`src/rtl/float2fixed.sv`:
```
`default_nettype none
// ============================================================================
// float2fixed : 3-stage 16-bit float {s,e[4:0],m[9:0]} -> 44-bit fixed converter
// Rev 1.0
// ============================================================================
module float2fixed #(
  parameter int EXP_W   = 5,
  parameter int MANT_W  = 10,
  parameter int FLOAT_W = 1 + EXP_W + MANT_W,
  parameter int FIXED_W = (1 << EXP_W) + MANT_W + 2
) (
  input  logic               clk,
  input  logic               reset,
  input  logic [FLOAT_W-1:0] float_in,
  input  logic               valid_in,
  output logic               ready_in,
  output logic [FIXED_W-1:0] fixed_out,
  output logic               valid_out,
  input  logic               ready_out
);

  localparam int c_SIG_W = MANT_W + 1;
  localparam int c_MAG_W = FIXED_W - 1;

  logic               r_v1, r_v2, r_v3;
  logic               w_adv1, w_adv2, w_adv3;

  logic               r_s1_sign;
  logic               r_s1_zero;
  logic [EXP_W-1:0]   r_s1_exp;
  logic [c_SIG_W-1:0] r_s1_sig;

  logic               r_s2_sign;
  logic [c_MAG_W-1:0] r_s2_mag;

  logic [FIXED_W-1:0] r_fixed;

  logic [EXP_W:0]     w_shamt;
  logic [c_MAG_W-1:0] w_mag;
  logic [FIXED_W-1:0] w_fixed;

  // Backpressure chain: a stage may load when it is empty or its successor moves.
  always_comb begin
    w_adv3 = !r_v3 || ready_out;
    w_adv2 = !r_v2 || w_adv3;
    w_adv1 = !r_v1 || w_adv2;
  end

  assign ready_in  = w_adv1;
  assign valid_out = r_v3;
  assign fixed_out = r_fixed;

  // Shift amount is one bit wider than the exponent so exp=31 yields 32, not 0.
  always_comb begin
    w_shamt = {1'b0, r_s1_exp} + {{EXP_W{1'b0}}, 1'b1};
    w_mag   = r_s1_zero ? '0
                        : ({{(c_MAG_W-c_SIG_W){1'b0}}, r_s1_sig} << w_shamt);
    w_fixed = r_s2_sign ? (~{1'b0, r_s2_mag} + {{(FIXED_W-1){1'b0}}, 1'b1})
                        : {1'b0, r_s2_mag};
  end

  always_ff @(posedge clk) begin
    if (reset) begin
      r_v1    <= 1'b0;
      r_v2    <= 1'b0;
      r_v3    <= 1'b0;
      r_fixed <= '0;
    end else begin
      if (w_adv1) r_v1 <= valid_in;
      if (w_adv2) r_v2 <= r_v1;
      if (w_adv3) begin
        r_v3    <= r_v2;
        r_fixed <= r_v2 ? w_fixed : '0;
      end
    end
  end

  always_ff @(posedge clk) begin
    if (w_adv1 && valid_in) begin
      r_s1_sign <= float_in[FLOAT_W-1];
      r_s1_exp  <= float_in[FLOAT_W-2 -: EXP_W];
      r_s1_sig  <= {1'b1, float_in[MANT_W-1:0]};
      r_s1_zero <= (float_in[FLOAT_W-2:0] == '0);
    end
    if (w_adv2 && r_v1) begin
      r_s2_sign <= r_s1_sign;
      r_s2_mag  <= w_mag;
    end
  end

endmodule
`default_nettype wire

```
`config.mk`:
```
export PLATFORM = sky130hd
export DESIGN_NAME = float2fixed
export DESIGN_NICKNAME = d
export VERILOG_FILES = /design/src/rtl/float2fixed.sv
export SDC_FILE = /design/constraint.sdc
export NUM_CORES = 1
export LEC_CHECK = 0
export BUFFER_PORTS_ARGS = -buffer_cell sky130_fd_sc_hd__buf_2
export CAP_MARGIN = 10
export CORE_ASPECT_RATIO = 1.75
export CORE_MARGIN = 5
export CORE_UTILIZATION = 45
export CTS_CLUSTER_DIAMETER = 60
export DETAILED_ROUTE_END_ITERATION = 7
export PLACE_DENSITY_LB_ADDON = 0.08
export SYNTH_ARGS = -nofsm -noshare
export SYNTH_HDL_FRONTEND = slang
export SYNTH_SLANG_ARGS = --single-unit
```
`constraint.sdc`:
```
create_clock -name clk -period 11.39 [get_ports clk]
set_clock_uncertainty 0.2 [all_clocks]
set_input_delay 0.5695 -clock clk [delete_from_list [all_inputs] [get_ports clk]]
set_output_delay 0.5695 -clock clk [all_outputs]
set_load 0.005 [all_outputs]
```
==> results_dict.tcl, run 1 <==
set metrics [dict create \
    cp-start-kind "flip-flop" \
    die_h_um 152 \
    cts.repair.resized 0 \
    std_cell_rows 52 \
    gr-max-usage-layer "met2" \
    p_int_uw 657 \
    routed_wl_mm 11.5 \
    clk_pin_slew_ps 70 \
    setup-tns-final_ps 0 \
    grt_util_met2_pct 31.4 \
    cts_made_buffers 9 \
    numPortBuffers 65 \
    post-route-drc-count 0 \
    grt_overflow 0 \
    clk_path_buf_depth 2 \
    synth-seq-cells 108 \
    synth-async-reset-ratio_pct 0 \
    powerDensity_mw_per_mm2 150 \
    place_hpwl_mm 9.10 \
    drive_above_1_share_pct 17.7 \
    setup_viol 0 \
    fin_nets 589 \
    arrival_ps 3180 \
    min_period_ps 3310 \
    clock-sinks 108 \
    pwr-share-seq_pct 51.2 \
    net-switching-power_uw 231 \
    worstPathMaxFanout 15 \
    cts_tree "done" \
    syn_inst 512 \
    num_antenna_cells 0 \
    worst_pin_slew_ps 1010 \
    final_util_pct 51.7 \
    layout_common_cells "buf_2 (65), nand2_1 (63), edfxtp_1 (61), nor2_1 (53), dfxtp_1 (47)" \
    core_mm2 0.0115 \
    cp_slowest_cell "ha_1" \
    hold_violations 0 \
    rsz0062_at_grt "no" \
    antenna_found_initial 0 \
    grt.total_usage_pct 16.9 \
    finalCritPeriodShare_pct 29.1 \
    avgSynthCellArea_um2 10.1 \
    grt_util_met3_pct 3.02 \
    maxSlewViolCount 0 \
    max_stage_delay_ps 710 \
    wl_per_cell_um 16.4 \
    globalplace.congestion 0.899 \
    worstHoldPathType "input pin to flip-flop" \
    regArea_mm2 0.00277 \
    grt_pass1_wl_mm 18.8 \
    fill_cells 1058 \
    initial_core_util_pct 45.2 \
    fin_ws_ps 8080 \
    outcome "finished, final reports clean" \
    leakage_nw 2.21 \
    finalPower_uw 888 \
    cap_violations 0 \
    cp_cell_sequence "inv_2 > ha_1 > mux2i_1 > mux2i_1 > mux2i_1 > nor2_1 > a31oi_1 > o22ai_1" \
    sw_frac_of_total_pct 26.0 \
    viasPerCell 5.51 \
    yosysWarnings 0 \
    dieArea_mm2 0.0138 \
    synth_ff_type "edfxtp_1" \
    synth_edf_count 61 \
    pwr-share-clk_pct 34.7 \
    drtIter0Drc 147 \
    ant_nets 0 \
    worstSkewPairLatency_ps 350 \
    path_common_cell "mux2i_1" \
    p_comb_share_pct 14.1 \
    critPathKind "flip-flop to flip-flop" \
    worstPathRequired_ps 11260 \
    maxSlewHeadroom_pct 32.6 \
    grt_util_met1_pct 17.2 \
    grt_pass1_vias 3772 \
    vdd_drop_max_v 0.0000936 \
    first_pass_iters 4 \
    whs_ps 202 \
    vias 3891 \
    multiInputGateArea_mm2 0.00228 \
    grt_max_degree 45 \
    post-place-ws_ps 8120 \
    die_w_um 91.1 \
    fmax_ghz 0.302 \
    syn_nets 535 \
    post_cts_buffers 0 \
    clock-root-buffer "clkbuf_16" \
    htree_levels 3 \
    synthDistinctLibCells 44 \
    end_kind "flip-flop" \
    cts_hold_buffers 0 \
    area_delta_synth_final_pct 14.4 \
    syn_area_mm2 0.00518 \
    ios 66 \
    ys_seq_area_share_pct 53.6 \
    final_common_cell "buf_2" \
]
[worst max-delay path, delay by kind of cell (launching register included)]
family,cells,cell delay [ps]
AO/OA/AOI/OAI,2,570
adder cells (fa/ha/maj),1,710
buffers and inverters,1,200
flip-flops,1,620
multiplexers,3,680
AND/OR/NAND/NOR,1,60
[cells in the mapped netlist (10+ instances only)]
| cell | count | area (um2) |
|---|---|---|
| mux2i_1 | 25 | 250 |
| nand2_1 | 63 | 236 |
| o31ai_1 | 12 | 90.1 |
| dfxtp_1 | 47 | 941 |
| a21oi_1 | 14 | 70.1 |
| edfxtp_1 | 61 | 1830 |
| nor3_1 | 10 | 50.1 |
| xor2_1 | 39 | 342 |
| o22ai_1 | 17 | 106 |
| o21ai_1 | 30 | 150 |
| nor2_1 | 54 | 203 |
| o21ai_0 | 24 | 120 |
| clkbuf_1 | 23 | 86.3 |
[worst paths after layout]
check / end / depth (start not counted) / slack, ps / startpoint
setup reg to reg: r_s2_mag[25]$_SDFFCE_PP0P_ / 8 / 8080 / r_s1_exp[0]$_DFFE_PP_
hold reg to reg: r_s2_sign$_DFFE_PP_ / 0 / 220 / r_s1_sign$_DFFE_PP_
setup / recovery: r_s2_mag[25]$_SDFFCE_PP0P_ / 8 / 8080 / r_s1_exp[0]$_DFFE_PP_
hold / removal: r_s1_sign$_DFFE_PP_ / 1 / 200 / float_in[15]
[layer usage]
layer,wire (um),up-vias
met4,523,0
met2,6320,117
li1,-,1961
met1,4180,1781
met3,524,32
met5,0,-
[power by group through the flow]
stage / clock [mW] / sequential [mW] / combinational (mW)
final: 0.308 / 0.454 / 0.125
after global routing: 0.333 / 0.457 / 0.138
after CTS: 0.318 / 0.454 / 0.125
after detailed placement: 0 / 0.463 / 0.125
after global placement: 0 / 0.462 / 0.124
after floorplan: 0 / 0.458 / 0.0894
[registers in the layout, summed over array words and instances, names as in the netlist]
register   count
r_s1_sign      1
r_s2_sign      1
r_s1_sig      10
r_v2           1
r_s1_zero      1
valid_out      1
r_v1           1
r_s2_mag      43
r_s1_exp       5
fixed_out     44
[final cells by class]
cell class | count | share of cell area [%]
Timing Repair Buffer | 71 | 6.25
Clock buffer | 14 | 4.84
Multi-Input combinational cell | 369 | 38.6
Clock inverter | 2 | 0.232
Sequential cell | 108 | 46.8
Inverter | 7 | 0.444
Tap cell | 135 | 2.85
[cell families after synthesis]
| logic type | count (synthesis) | synth area share, % |
|---|---|---|
| xor+xnor | 46 | 7.78 |
| simple gates | 177 | 16.2 |
| compound gates | 117 | 13.9 |
| buf+inv | 35 | 2.71 |
| fa+ha+maj | 3 | 0.725 |
| flops | 108 | 53.6 |
| mux | 26 | 5.05 |
[per-stage QoR]
step           std cells  area (um2)
2_1_floorplan        512        5180
3_3_place_gp         690        5620
3_5_place_dp         690        5620
4_1_cts              706        5920
5_1_grt              706        5920
6_report             706        5920
No activity file was read; power rests on OpenSTA's default activity.
==> run 2: changes to the inputs <==
clock period = 3.2 ns   (was 11.39 ns; I/O delays follow)
==> run 2 against run 1 <==
Compared with the run above:
- sequential power increased to 3.6 times the previous value
- maximum frequency up 15%
- flip-flop and latch count unchanged
- critical path type unchanged
==> results_dict.tcl, run 2 (synthesized netlist as in run 1, its figures left out) <==
set metrics [dict create \
    final_common_cell "buf_2" \
    layout_common_cells "buf_2 (65), nand2_1 (63), edfxtp_1 (61), nor2_1 (53), dfxtp_1 (47)" \
    powerDensity_mw_per_mm2 519 \
    max_stage_delay_ps 670 \
    clock-sinks 108 \
    cp_slowest_cell "ha_1" \
    worstPathRequired_ps 3060 \
    grt_pass1_wl_mm 19.7 \
    worstSkewPairLatency_ps 340 \
    cts_tree "done" \
    dieArea_mm2 0.0138 \
    vias 3947 \
    post_cts_buffers 0 \
    rsz0062_at_grt "no" \
    htree_levels 3 \
    leakage_nw 2.36 \
    cap_violations 0 \
    dpl_cell_area_mm2 0.00573 \
    setup_viol 0 \
    clk_pin_slew_ps 70 \
    std_cell_rows 52 \
    routed_wl_mm 11.9 \
    num_antenna_cells 0 \
    outcome "finished, final reports clean" \
    cts.repair.resized 0 \
    stdcell_count 739 \
    holdPathStages 5 \
    fin_ws_ps 321 \
    min_period_ps 2880 \
    post-route-drc-count 0 \
    grt.total_usage_pct 17.6 \
    core_mm2 0.0115 \
    finalPower_mw 3.23 \
    wl_per_cell_um 16.1 \
    largest_register_ffs 44 \
    critPathKind "flip-flop to flip-flop" \
    r2r_slack_ps 320 \
    dp.cells 704 \
    final_area_mm2 0.00622 \
    antenna_found_initial 0 \
    end_kind "flip-flop" \
    initial_core_util_pct 45.2 \
    maxSlewHeadroom_pct 37.1 \
    r2r_cells 7 \
    worstPathMaxFanout 15 \
    grt_overflow 0 \
    crit_start "r_s1_exp[1]$_DFFE_PP_" \
    min_to "valid_out$_SDFFE_PP0P_" \
    die_w_um 91.1 \
    fill_cells 1063 \
    clock-root-buffer "clkbuf_16" \
    clk_path_buf_depth 2 \
    worstHoldPathType "input pin to flip-flop" \
    grt_pass1_vias 3989 \
    area_delta_synth_final_pct 20.2 \
    cp_cell_sequence "ha_1 > mux2i_1 > mux2i_1 > mux2i_1 > nor2_1 > a31oi_1 > nor2_1" \
    arrival_ps 2740 \
    globalplace.congestion 0.866 \
    fin_nets 622 \
    place_hpwl_mm 9.41 \
    die_h_um 152 \
    cts_made_buffers 9 \
    finalCritPeriodShare_pct 90.0 \
    setup-tns-final_ps 0 \
    post-place-ws_ps 329 \
    fmax_ghz 0.347 \
    drtIter0Drc 138 \
    path_common_cell "mux2i_1" \
    r2r-start "r_s1_exp[1]$_DFFE_PP_" \
    min-delay-start "ready_out" \
    timing.rr.end "r_s2_mag[9]$_SDFFCE_PP0P_" \
    drive_above_1_share_pct 19.0 \
    ant_nets 0 \
    numPortBuffers 65 \
    viasPerCell 5.34 \
    grt_max_degree 45 \
    maxSlewViolCount 0 \
    hold_violations 0 \
    vdd_drop_max_v 0.000362 \
    ios 66 \
    first_pass_iters 4 \
    cp-start-kind "flip-flop" \
    worst_pin_slew_ps 941 \
]
[run 2: cell types whose count changed in the layout (fill, tap and decap cells not counted), sizes merged]
cell         previous run  this run
clkbuf                 14        13
buf                    71        85
bufinv                  0         1
dlygate4sd3             0        19
[run 2: metal layers]
| metal | part of all wire, % | track usage (%) | up-vias | wire length (um) |
|---|---|---|---|---|
| met5 | 0 | 0 | - | 0 |
| met4 | 4.3 | 10.0 | 0 | 511 |
| met3 | 3.4 | 3.41 | 29 | 405 |
| met2 | 56 | 32.6 | 89 | 6630 |
| met1 | 37 | 18.1 | 1806 | 4370 |
| li1 | - | - | 2023 | - |
[run 2: where the power goes]
| group | internal, mW | switching (mW) | total (mW) |
|---|---|---|---|
| logic | 0.201 | 0.290 | 0.492 |
| clock network | 0.657 | 0.468 | 1.13 |
| registers | 1.55 | 0.0659 | 1.62 |
[run 2: worst max-delay path: cells and delay by family (launching register included)]
family / cells / cell delay, ps
compound gates: 1 / 280
fa+ha+maj: 1 / 670
flops: 1 / 440
mux: 3 / 800
simple gates: 2 / 220
[run 2: metrics by stage]
stage          util, %  hold slack (ps)
2_1_floorplan        -             29.1
3_3_place_gp      50.0              136
3_5_place_dp      50.0              139
4_1_cts           54.3             86.2
5_1_grt           54.3              132
6_report          54.3             99.0
[run 2: cell type report]
type	instances	area, um2	share of cell area, %
Sequential cell	108	2770	44.6
Multi-Input combinational cell	369	2280	36.7
Timing Repair Buffer	104	666	10.7
Clock buffer	13	262	4.20
Tap cell	135	169	2.71
Clock inverter	3	43.8	0.704
Inverter	7	26.3	0.422
[run 2: how the worst max path moves through the flow]
| stage | endpoint | slack (ps) | depth (start not counted) |
|---|---|---|---|
| after floorplan | r_s2_mag[41]$_SDFFCE_PP0P_ | 90 | 11 |
| after global placement | r_s2_mag[41]$_SDFFCE_PP0P_ | 330 | 7 |
| after detailed placement | r_s2_mag[9]$_SDFFCE_PP0P_ | 330 | 7 |
| after CTS | r_s2_mag[9]$_SDFFCE_PP0P_ | 340 | 7 |
| after global routing | r_s2_mag[25]$_SDFFCE_PP0P_ | 140 | 7 |
| final | r_s2_mag[9]$_SDFFCE_PP0P_ | 320 | 7 |
[run 2: what timing repair did]
action | 4_1_cts | 5_1_grt
hold endpoints to repair | 27 | 0
endpoints found under the setup margin | 0 | 0
hold buffers | 19 | 0
==> run 3: changes to the inputs <==
clock period = 3.54 ns   (was 3.2 ns; I/O delays follow)
==> run 3 against run 2 <==
Compared with the run above:
- power down 9.1%
- largest cell class unchanged
- largest power group unchanged
- sequential power decreased by 9.9%
- register-to-register slack better by 300 ps
- final cell count shrank 0.68%
- critical path depth grew 1
- combinational power fell by 11%
==> results_dict.tcl, run 3 (synthesized netlist as in run 1, its figures left out) <==
set metrics [dict create \
    area_delta_synth_final_pct 19.6 \
    clk_pin_slew_ps 70 \
    vdd_drop_max_v 0.000293 \
    worst_pin_slew_ps 941 \
    htree_levels 3 \
    largest_register_ffs 44 \
    fmax_ghz 0.343 \
    drive_above_1_share_pct 18.5 \
    grt_max_degree 45 \
    hold_violations 0 \
    cp-start-kind "flip-flop" \
    grt_overflow 0 \
    globalplace.congestion 0.937 \
    num_antenna_cells 0 \
    final_area_mm2 0.00619 \
    grt_pass1_vias 3976 \
    drtIter0Drc 213 \
    grt.total_usage_pct 17.9 \
    place_hpwl_mm 9.44 \
    fin_nets 617 \
    setup-tns-final_ps 0 \
    post_cts_buffers 0 \
    clock-sinks 108 \
    powerDensity_mw_per_mm2 475 \
    max_stage_delay_ps 680 \
    cts_tree "done" \
    r2r_slack_ps 620 \
    std_cell_rows 52 \
    whs_ps 20.4 \
    worstPathRequired_ps 3570 \
    crit_family "simple AND/OR/NAND/NOR gates" \
    cp_slowest_cell "or4_1" \
    r2r_cells 8 \
    first_pass_iters 5 \
    cts.repair.resized 0 \
    finalCritPeriodShare_pct 82.4 \
    post-place-ws_ps 658 \
    routed_wl_mm 12.0 \
    layout_common_cells "buf_2 (65), nand2_1 (63), edfxtp_1 (61), nor2_1 (53), dfxtp_1 (47)" \
    die_h_um 152 \
    maxSlewViolCount 0 \
    arrival_ps 2940 \
    critPathKind "flip-flop to flip-flop" \
    die_w_um 91.1 \
    rsz0062_at_grt "no" \
    ios 66 \
    cts_made_buffers 9 \
    dpl_cell_area_mm2 0.00569 \
    min_period_ps 2920 \
    post-route-drc-count 0 \
    outcome "finished, final reports clean" \
    worstSkewPairLatency_ps 350 \
    wl_per_cell_um 16.4 \
    cp_cell_sequence "inv_1 > ha_1 > nor3b_1 > nand4_1 > or4_1 > o31ai_1 > xor2_1 > o21ai_1" \
    vias 3954 \
    maxSlewHeadroom_pct 37.1 \
    worstPathMaxFanout 8 \
    leakage_nw 2.34 \
    crit_buf_inv 1 \
    ant_nets 0 \
    clock-root-buffer "clkbuf_16" \
    timing.rr.end "fixed_out[38]$_SDFFE_PP0P_" \
    setup_viol 0 \
    grt_pass1_wl_mm 20.0 \
    cap_violations 0 \
    core_mm2 0.0115 \
    cp-endpoint "fixed_out[38]$_SDFFE_PP0P_" \
    worstHoldPathType "input pin to flip-flop" \
    crit_start "r_s2_mag[1]$_SDFFCE_PP0P_" \
    viasPerCell 5.39 \
    end_kind "flip-flop" \
    crit_cells 8 \
    numPortBuffers 65 \
    final_common_cell "buf_2" \
    antenna_found_initial 0 \
    r2r-start "r_s2_mag[1]$_SDFFCE_PP0P_" \
    clk_path_buf_depth 2 \
    dieArea_mm2 0.0138 \
    initial_core_util_pct 45.2 \
    fin_ws_ps 623 \
]
[run 3: where the power goes]
part	total, mW	switching (mW)	leakage (nW)	internal, mW
combinational	0.439	0.264	1.26	0.175
sequential	1.46	0.0600	0.923	1.40
clock	1.04	0.441	0.155	0.598
total	2.94	0.765	2.34	2.17
[run 3: worst min path at each step]
stage | start | end | slack, ps | depth (start not counted)
2_1_floorplan | reset | r_v1$_SDFFE_PP0N_ | 50 | 1
3_3_place_gp | float_in[15] | r_s1_sign$_DFFE_PP_ | 150 | 1
3_5_place_dp | float_in[15] | r_s1_sign$_DFFE_PP_ | 160 | 1
4_1_cts | ready_out | valid_out$_SDFFE_PP0P_ | 10 | 4
5_1_grt | ready_out | valid_out$_SDFFE_PP0P_ | 20 | 4
6_report | ready_out | valid_out$_SDFFE_PP0P_ | 20 | 4
[run 3: metal layers]
metal | track usage [%] | routed length (um) | up-vias
met5 | 0 | 0 | -
met4 | 7.62 | 364 | 0
met3 | 3.32 | 437 | 22
met2 | 34.8 | 6880 | 82
met1 | 18.0 | 4350 | 1834
li1 | - | - | 2016
[run 3: through the flow]
stage               power, mW  instances  utilization (%)
global placement         1.91        699             49.7
floorplan                1.76        512                -
CTS                      2.96        734             54.1
global route             3.07        734             54.1
detailed placement       1.91        699             49.7
finish                   2.94        734             54.1
[run 3: worst register-to-register path: stages, from the launching register on]
cell and delay [ps]:
edfxtp_1 450, inv_1 90, ha_1 160, nor3b_1 460, nand4_1 190, or4_1 680
o31ai_1 320, xor2_1 180, o21ai_1 70
[run 3: repair_timing]
item,4_1_cts,5_1_grt
hold buffers,19,0
endpoints found under the hold margin,27,0
endpoints found under the setup margin,0,0
[run 3: area by class of cell]
class / instances / area [um2]
timing repair buffer: 99 / 628
clock buffer: 12 / 258
multi-input combinational: 369 / 2280
inverter: 7 / 26.3
clock inverter: 4 / 53.8
fill: 1038 / 5260
tap: 135 / 169
sequential: 108 / 2770
